<file path="config.mk">
export PLATFORM = sky130hd
export DESIGN_NAME = nf10_tx_rr_arbiter_flat
export DESIGN_NICKNAME = d
export VERILOG_FILES = /design/src/rtl/nf10_tx_rr_arbiter_if.sv /design/src/rtl/nf10_tx_rr_arbiter.sv /design/src/flat_wrapper.sv
export SDC_FILE = /design/constraint.sdc
export NUM_CORES = 1
export LEC_CHECK = 0
export CAP_MARGIN = 10
export CORE_AREA = 4 4 400 402
export CTS_CLUSTER_SIZE = 14
export DETAILED_ROUTE_END_ITERATION = 8
export DIE_AREA = 0 0 404 406
export PLACE_DENSITY_LB_ADDON = 0.05
export SLEW_MARGIN = 40
export SYNTH_ARGS = -nofsm -noshare
export SYNTH_HDL_FRONTEND = slang
export SYNTH_SLANG_ARGS = --single-unit
</file>
<file path="constraint.sdc">
create_clock -name axi_aclk -period 2.54 [get_ports axi_aclk]
set_input_delay 0.254 -clock axi_aclk [delete_from_list [all_inputs] [get_ports axi_aclk]]
set_output_delay 0.254 -clock axi_aclk [all_outputs]
set_load 0.03 [all_outputs]
</file>
<file path="src/rtl/nf10_tx_rr_arbiter_if.sv">
// rtl/nf10_tx_rr_arbiter_if.sv - bundle of flattened AXI-Stream lanes for the tx arbiter
// A lane count of 1 gives a plain stream; C_NUM_LANES > 1 packs lane i into slice i.
interface nf10_tx_rr_arbiter_if #(
  parameter int C_NUM_LANES        = 1,
  parameter int C_AXIS_DATA_WIDTH  = 64,
  parameter int C_AXIS_TUSER_WIDTH = 128
);
  logic [C_NUM_LANES*C_AXIS_DATA_WIDTH-1:0]   tdata;
  logic [C_NUM_LANES*C_AXIS_DATA_WIDTH/8-1:0] tstrb;
  logic [C_NUM_LANES*C_AXIS_TUSER_WIDTH-1:0]  tuser;
  logic [C_NUM_LANES-1:0]                     tvalid;
  logic [C_NUM_LANES-1:0]                     tready;
  logic [C_NUM_LANES-1:0]                     tlast;

  modport master (output tdata, tstrb, tuser, tvalid, tlast, input tready);
  modport slave  (input tdata, tstrb, tuser, tvalid, tlast, output tready);
endinterface

</file>
<file path="src/rtl/nf10_tx_rr_arbiter.sv">
// rtl/nf10_tx_rr_arbiter.sv - packet-locked round-robin arbiter onto one 10G tx stream
// Grants are held from arbitration until the tlast beat; data forwarding is combinational.
module nf10_tx_rr_arbiter #(
  parameter int C_NUM_INPUTS       = 4,
  parameter int C_AXIS_DATA_WIDTH  = 64,
  parameter int C_AXIS_TUSER_WIDTH = 128
) (
  input  logic                            axi_aclk,
  input  logic                            axi_reset,
  nf10_tx_rr_arbiter_if.slave             s_axis,
  nf10_tx_rr_arbiter_if.master            m_axis,
  output logic [$clog2(C_NUM_INPUTS)-1:0] grant_idx,
  output logic                            busy
);
  localparam int IW = $clog2(C_NUM_INPUTS);
  localparam int DW = C_AXIS_DATA_WIDTH;
  localparam int SW = C_AXIS_DATA_WIDTH / 8;
  localparam int UW = C_AXIS_TUSER_WIDTH;

  typedef enum logic {IDLE, SEND} state_t;

  state_t        state;
  logic [IW-1:0] grant;
  logic [IW-1:0] rr_ptr;
  logic [IW-1:0] next_grant;
  logic [IW:0]   cand;
  logic          any_req;
  logic          fwd_valid;
  logic          fwd_last;

  // Scan rr_ptr, rr_ptr+1, ... with explicit wrap so non-power-of-2 counts work.
  always_comb begin
    any_req    = 1'b0;
    next_grant = rr_ptr;
    cand       = '0;
    for (int k = 0; k < C_NUM_INPUTS; k++) begin
      cand = {1'b0, rr_ptr} + (IW+1)'(k);
      if (cand >= (IW+1)'(C_NUM_INPUTS)) cand = cand - (IW+1)'(C_NUM_INPUTS);
      if (!any_req && s_axis.tvalid[cand[IW-1:0]]) begin
        any_req    = 1'b1;
        next_grant = cand[IW-1:0];
      end
    end
  end

  always_comb begin
    fwd_valid     = (state == SEND) && s_axis.tvalid[grant];
    fwd_last      = (state == SEND) && s_axis.tlast[grant];
    m_axis.tdata  = s_axis.tdata[int'(grant)*DW +: DW];
    m_axis.tstrb  = s_axis.tstrb[int'(grant)*SW +: SW];
    m_axis.tuser  = s_axis.tuser[int'(grant)*UW +: UW];
    m_axis.tvalid = fwd_valid;
    m_axis.tlast  = fwd_last;
    s_axis.tready = '0;
    if (state == SEND) s_axis.tready[grant] = m_axis.tready[0];
  end

  always_ff @(posedge axi_aclk) begin
    if (axi_reset) begin
      state  <= IDLE;
      grant  <= '0;
      rr_ptr <= '0;
      busy   <= 1'b0;
    end else begin
      case (state)
        IDLE: begin
          if (any_req) begin
            grant <= next_grant;
            state <= SEND;
            busy  <= 1'b1;
          end
        end
        SEND: begin
          if (fwd_valid && m_axis.tready[0] && fwd_last) begin
            state  <= IDLE;
            busy   <= 1'b0;
            rr_ptr <= (grant == IW'(C_NUM_INPUTS-1)) ? '0 : grant + IW'(1);
          end
        end
        default: state <= IDLE;
      endcase
    end
  end

  assign grant_idx = grant;
endmodule

</file>
<file path="src/flat_wrapper.sv">
// flat-port wrapper written by rule: the top's interface ports become plain ports
module nf10_tx_rr_arbiter_flat 
#(
  parameter int C_NUM_INPUTS       = 4,
  parameter int C_AXIS_DATA_WIDTH  = 64,
  parameter int C_AXIS_TUSER_WIDTH = 128
)
  (axi_aclk, axi_reset, grant_idx, busy, s_axis_tdata, s_axis_tstrb, s_axis_tuser, s_axis_tvalid, s_axis_tlast, s_axis_tready, m_axis_tdata, m_axis_tstrb, m_axis_tuser, m_axis_tvalid, m_axis_tlast, m_axis_tready);
  nf10_tx_rr_arbiter_if #(.C_NUM_LANES((4)), .C_AXIS_DATA_WIDTH(C_AXIS_DATA_WIDTH), .C_AXIS_TUSER_WIDTH(C_AXIS_TUSER_WIDTH)) s_axis_i ();
  nf10_tx_rr_arbiter_if #(.C_NUM_LANES(1), .C_AXIS_DATA_WIDTH(C_AXIS_DATA_WIDTH), .C_AXIS_TUSER_WIDTH(C_AXIS_TUSER_WIDTH)) m_axis_i ();
  input  logic axi_aclk;
  input  logic axi_reset;
  output logic [$clog2(C_NUM_INPUTS)-1:0] grant_idx;
  output logic busy;
  input wire logic [$bits(s_axis_i.tdata)-1:0] s_axis_tdata;
  input wire logic [$bits(s_axis_i.tstrb)-1:0] s_axis_tstrb;
  input wire logic [$bits(s_axis_i.tuser)-1:0] s_axis_tuser;
  input wire logic [$bits(s_axis_i.tvalid)-1:0] s_axis_tvalid;
  input wire logic [$bits(s_axis_i.tlast)-1:0] s_axis_tlast;
  output wire logic [$bits(s_axis_i.tready)-1:0] s_axis_tready;
  output wire logic [$bits(m_axis_i.tdata)-1:0] m_axis_tdata;
  output wire logic [$bits(m_axis_i.tstrb)-1:0] m_axis_tstrb;
  output wire logic [$bits(m_axis_i.tuser)-1:0] m_axis_tuser;
  output wire logic [$bits(m_axis_i.tvalid)-1:0] m_axis_tvalid;
  output wire logic [$bits(m_axis_i.tlast)-1:0] m_axis_tlast;
  input wire logic [$bits(m_axis_i.tready)-1:0] m_axis_tready;
  assign s_axis_i.tdata = s_axis_tdata;
  assign s_axis_i.tstrb = s_axis_tstrb;
  assign s_axis_i.tuser = s_axis_tuser;
  assign s_axis_i.tvalid = s_axis_tvalid;
  assign s_axis_i.tlast = s_axis_tlast;
  assign s_axis_tready = s_axis_i.tready;
  assign m_axis_tdata = m_axis_i.tdata;
  assign m_axis_tstrb = m_axis_i.tstrb;
  assign m_axis_tuser = m_axis_i.tuser;
  assign m_axis_tvalid = m_axis_i.tvalid;
  assign m_axis_tlast = m_axis_i.tlast;
  assign m_axis_i.tready = m_axis_tready;
  nf10_tx_rr_arbiter #(.C_NUM_INPUTS(C_NUM_INPUTS), .C_AXIS_DATA_WIDTH(C_AXIS_DATA_WIDTH), .C_AXIS_TUSER_WIDTH(C_AXIS_TUSER_WIDTH)) u_core (.axi_aclk(axi_aclk), .axi_reset(axi_reset), .s_axis(s_axis_i), .m_axis(m_axis_i), .grant_idx(grant_idx), .busy(busy));
endmodule
</file>
==> key figures, run 1 <==
Global routing
  • First-pass GRT wire length: 108000 um
  • Number of global-route vias before repair: 9296
  • Antenna violations before repair: 39
  • Global Route Usage Sum: 10.0%
  • Grt ovf: 0
  • Largest net degree at the start of global routing: 26

Synth
  • Synthesized area: 5160 um2
  • Syn. warnings: 0
  • Unique masters post-synth: 25
  • Syn Inst Count: 297
  • Syn_area_per_cell: 17.4 um2
  • Syn nets: 1112
  • #FFs+latches synth: 6
  • Seq/Total Area, Yosys: 2.33%

Cells and area
  • Final #Nets: 2129
  • Area grow syn2layout: 250%
  • Fraction of layout cells with a size suffix above 1: 27.1%
  • Final Util: 11.6%

Setup path
  • FF-to-FF Start: u_core.grant_idx[0]
  • CP Capture Type: primary output
  • CP startpoint kind: flop
  • WP data arrival: 2200 ps
  • R2r worst-path depth: 6
  • Critical path's top delay family: buffers and inverters
  • WS Path Type: reg -> out
  • Reg2Reg Setup Slack: 670 ps
  • Worst path max stage delay: 630 ps
  • Worst path bufs/invs: 3
  • Top cell by count, worst path: buf_12
  • Worst EP required: 2290 ps
  • Critical Path Slowest Stage Cell: clkdlybuf4s50_1
  • Crit Path Max Fanout: 23
  • RR Endpoint: u_core.rr_ptr[1]
  • Crit-path cells: buf_12, buf_12, mux4_2, clkdlybuf4s50_1

STA
  • Post-layout min period: 2460 ps
  • Fin Setup TNS: 0 ps
  • Fmax: 407 MHz
  • RSZ-0062 raised after global routing: false
  • Final setup viols: 0
  • Fin crit share: 96.7%
  • Slew @ Worst Pin: 532 ps
  • Hold Violations, Final: 0
  • Worst Clk Skew: 1.18 ps
  • Slew margin rel.: 64.4%
  • Slew Limit Fails: 0

Route
  • Average wire per standard cell: 26.0 um
  • DRT antenna net count: 0
  • Via Count: 8205
  • Vias per cell: 2.42
  • TritonRoute pass-1 iters: 5
  • Initial DRC Count: 290
  • Final WL: 88100 um
  • # DRC: 0

Clocking
  • Worst-skew pair later-pin latency: 230 ps
  • CTS tree: built
  • H-tree Lvls: 1
  • Root buf cell: clkbuf_16
  • Clock sink count: 6
  • Clock buffer depth: 2
  • Worst-path clk slew: 30 ps
  • CTS Buf Count: 3

Min path
  • Hold crit path type: reg -> reg
  • Worst Hold Path EP: u_core.busy
  • Min-delay src: u_core.busy
  • Worst Hold Depth: 2

Placed design
  • GPL Wtd Cong: 0.789
  • Final HPWL DP: 82300 um
  • Number of buffers added on ports: 1019

Die
  • IO Pins: 1020
  • DIE AREA: 164000 um2
  • Die width: 404 um
  • Row cnt: 145
  • Initial Utilization: 3.30%
  • Core region area: 156000 um2
  • Die height: 406 um

Power and ir drop
  • Leakage: 5.68 nW
  • Max IR drop VDD: 134 uV
  • Pwr per Cell Area: 271 nW/um2

Job
  • Max-Cap Viols: 0

Run status
  • Status: complete, no violations
-- power by group --
| part | leakage (nW) | switching (mW) | total (mW) | internal, mW |
|---|---|---|---|---|
| clock network | 0.0371 | 0.0533 | 0.255 | 0.202 |
| logic | 5.59 | 2.08 | 4.52 | 2.44 |
| registers | 0.0508 | 0.0164 | 0.119 | 0.102 |
-- kinds of logic after synthesis --
family / Yosys count / share of synthesized area [%]
buffers and inverters: 50 / 4.44
adder cells (fa/ha/maj): 4 / 0.971
AND/OR/NAND/NOR: 22 / 2.40
multiplexers: 203 / 88.4
flip-flops: 6 / 2.33
AO/OA/AOI/OAI: 12 / 1.43
-- placed cells by master, fill, tap and decap left out --
master | Yosys | layout
o21bai_1 | 2 | 2
clkbuf_16 | 0 | 3
mux2i_1 | 1 | 1
dfxtp_1 | 6 | 4
nand4_2 | 1 | 1
mux4_2 | 202 | 202
inv_1 | 3 | 3
nor3_1 | 2 | 2
dfxtp_4 | 0 | 2
or3_1 | 1 | 1
diode_2 | 0 | 15
clkdlybuf4s50_1 | 0 | 900
a21oi_1 | 4 | 4
nor4_1 | 1 | 1
nor2b_1 | 3 | 3
and2_1 | 2 | 2
nand2b_1 | 1 | 1
o2111ai_1 | 1 | 1
dlygate4sd2_1 | 0 | 7
buf_12 | 0 | 13
a31oi_1 | 1 | 1
ha_1 | 4 | 4
buf_6 | 0 | 4
dlymetal6s2s_1 | 0 | 4
and3_1 | 4 | 4
buf_4 | 3 | 131
a211o_1 | 1 | 1
o21ai_0 | 3 | 3
nand2_1 | 2 | 2
nor2_1 | 5 | 5
-- routing by layer --
| layer | global-route usage [%] | part of all wire, % |
|---|---|---|
| met1 | 9.51 | 32 |
| met2 | 21.4 | 61 |
| met3 | 2.74 | 6.3 |
| met4 | 1.20 | 0.90 |
| met5 | 0 | 0.22 |
-- how the worst max path moves through the flow --
stage / from / endpoint / depth (start not counted)
after floorplan: u_core.grant_idx[0] / m_axis_tdata[0] / 4
after global placement: u_core.grant_idx[0] / m_axis_tuser[22] / 4
after detailed placement: u_core.grant_idx[0] / m_axis_tuser[22] / 4
after CTS: u_core.grant_idx[0] / m_axis_tdata[40] / 4
after global routing: u_core.grant_idx[0] / m_axis_tuser[111] / 4
final: u_core.grant_idx[0] / m_axis_tdata[55] / 4
-- worst min-delay path, cell delays in order (launching register included) --
cell and delay (ps):
dfxtp_1 330, a21oi_1 60, nor2_1 70
-- synthesized netlist by cell type (all sizes together) --
library cell	number	area, um2
buf	38	184
nor4	1	6.26
dfxtp	6	120
nand4	1	12.5
a21oi	4	20.0
a31oi	1	6.26
clkbuf	9	33.8
and2	2	12.5
nor2	5	18.8
mux2i	1	10.0
or3	1	6.26
nand2	2	7.51
a211o	1	8.76
nand2b	1	6.26
and3	4	25.0
inv	3	11.3
o21bai	2	15.0
nor2b	3	18.8
mux4	202	4550
nor3	2	10.0
o2111ai	1	8.76
ha	4	50.1
o21ai	3	15.0
-- registers in the layout, summed over array words and instances, names as in the netlist --
name,count
u_core.state,1
u_core.rr_ptr,2
u_core.busy,1
u_core.grant_idx,2
-- what timing repair did --
item                       CTS  global route
hold buffers                 0             0
hold endpoints to repair     0             0
setup endpoints to repair   11            15
setup buffers                0             0
resized for setup            9             6
-- stage by stage --
stage               setup slack, ps  power, mW  hold slack [ps]  instances  cell area (um2)
floorplan                       388       2.05              323        297             5160
global placement                222       4.80              495       3367            17900
detailed placement              232       4.77              506       3367            17900
CTS                            7.17       5.04              517       3370            18000
global route                   1.01       5.14              591       3376            18000
finish                         83.2       4.89              502       3385            18000
-- area by class of cell --
cell class	instances	area (um2)
multi-input cells	241	4810
diodes	15	37.5
well taps	2058	2570
flip-flops and latches	6	128
inverters	3	11.3
fillers	17800	138000
repair buffers	1059	10400
clock buffers	3	75.1
(Power assumes the default switching activity.)
==> run 2, diff against run 1 <==
--- a/config.mk
+++ b/config.mk
@@ -11,7 +11,6 @@
 export DETAILED_ROUTE_END_ITERATION = 8
 export DIE_AREA = 0 0 404 406
 export PLACE_DENSITY_LB_ADDON = 0.05
-export SLEW_MARGIN = 40
 export SYNTH_ARGS = -nofsm -noshare
 export SYNTH_HDL_FRONTEND = slang
 export SYNTH_SLANG_ARGS = --single-unit
==> results of run 2 <==
No change in the layout: final DEF, timing and power equal those of run 1.
==> run 3, diff against run 2 <==
--- a/config.mk
+++ b/config.mk
@@ -5,7 +5,7 @@
 export SDC_FILE = /design/constraint.sdc
 export NUM_CORES = 1
 export LEC_CHECK = 0
-export CAP_MARGIN = 10
+export CAP_MARGIN = 20
 export CORE_AREA = 4 4 400 402
 export CTS_CLUSTER_SIZE = 14
 export DETAILED_ROUTE_END_ITERATION = 8
==> results of run 3 <==
No change in the layout: final DEF, timing and power equal those of run 1.
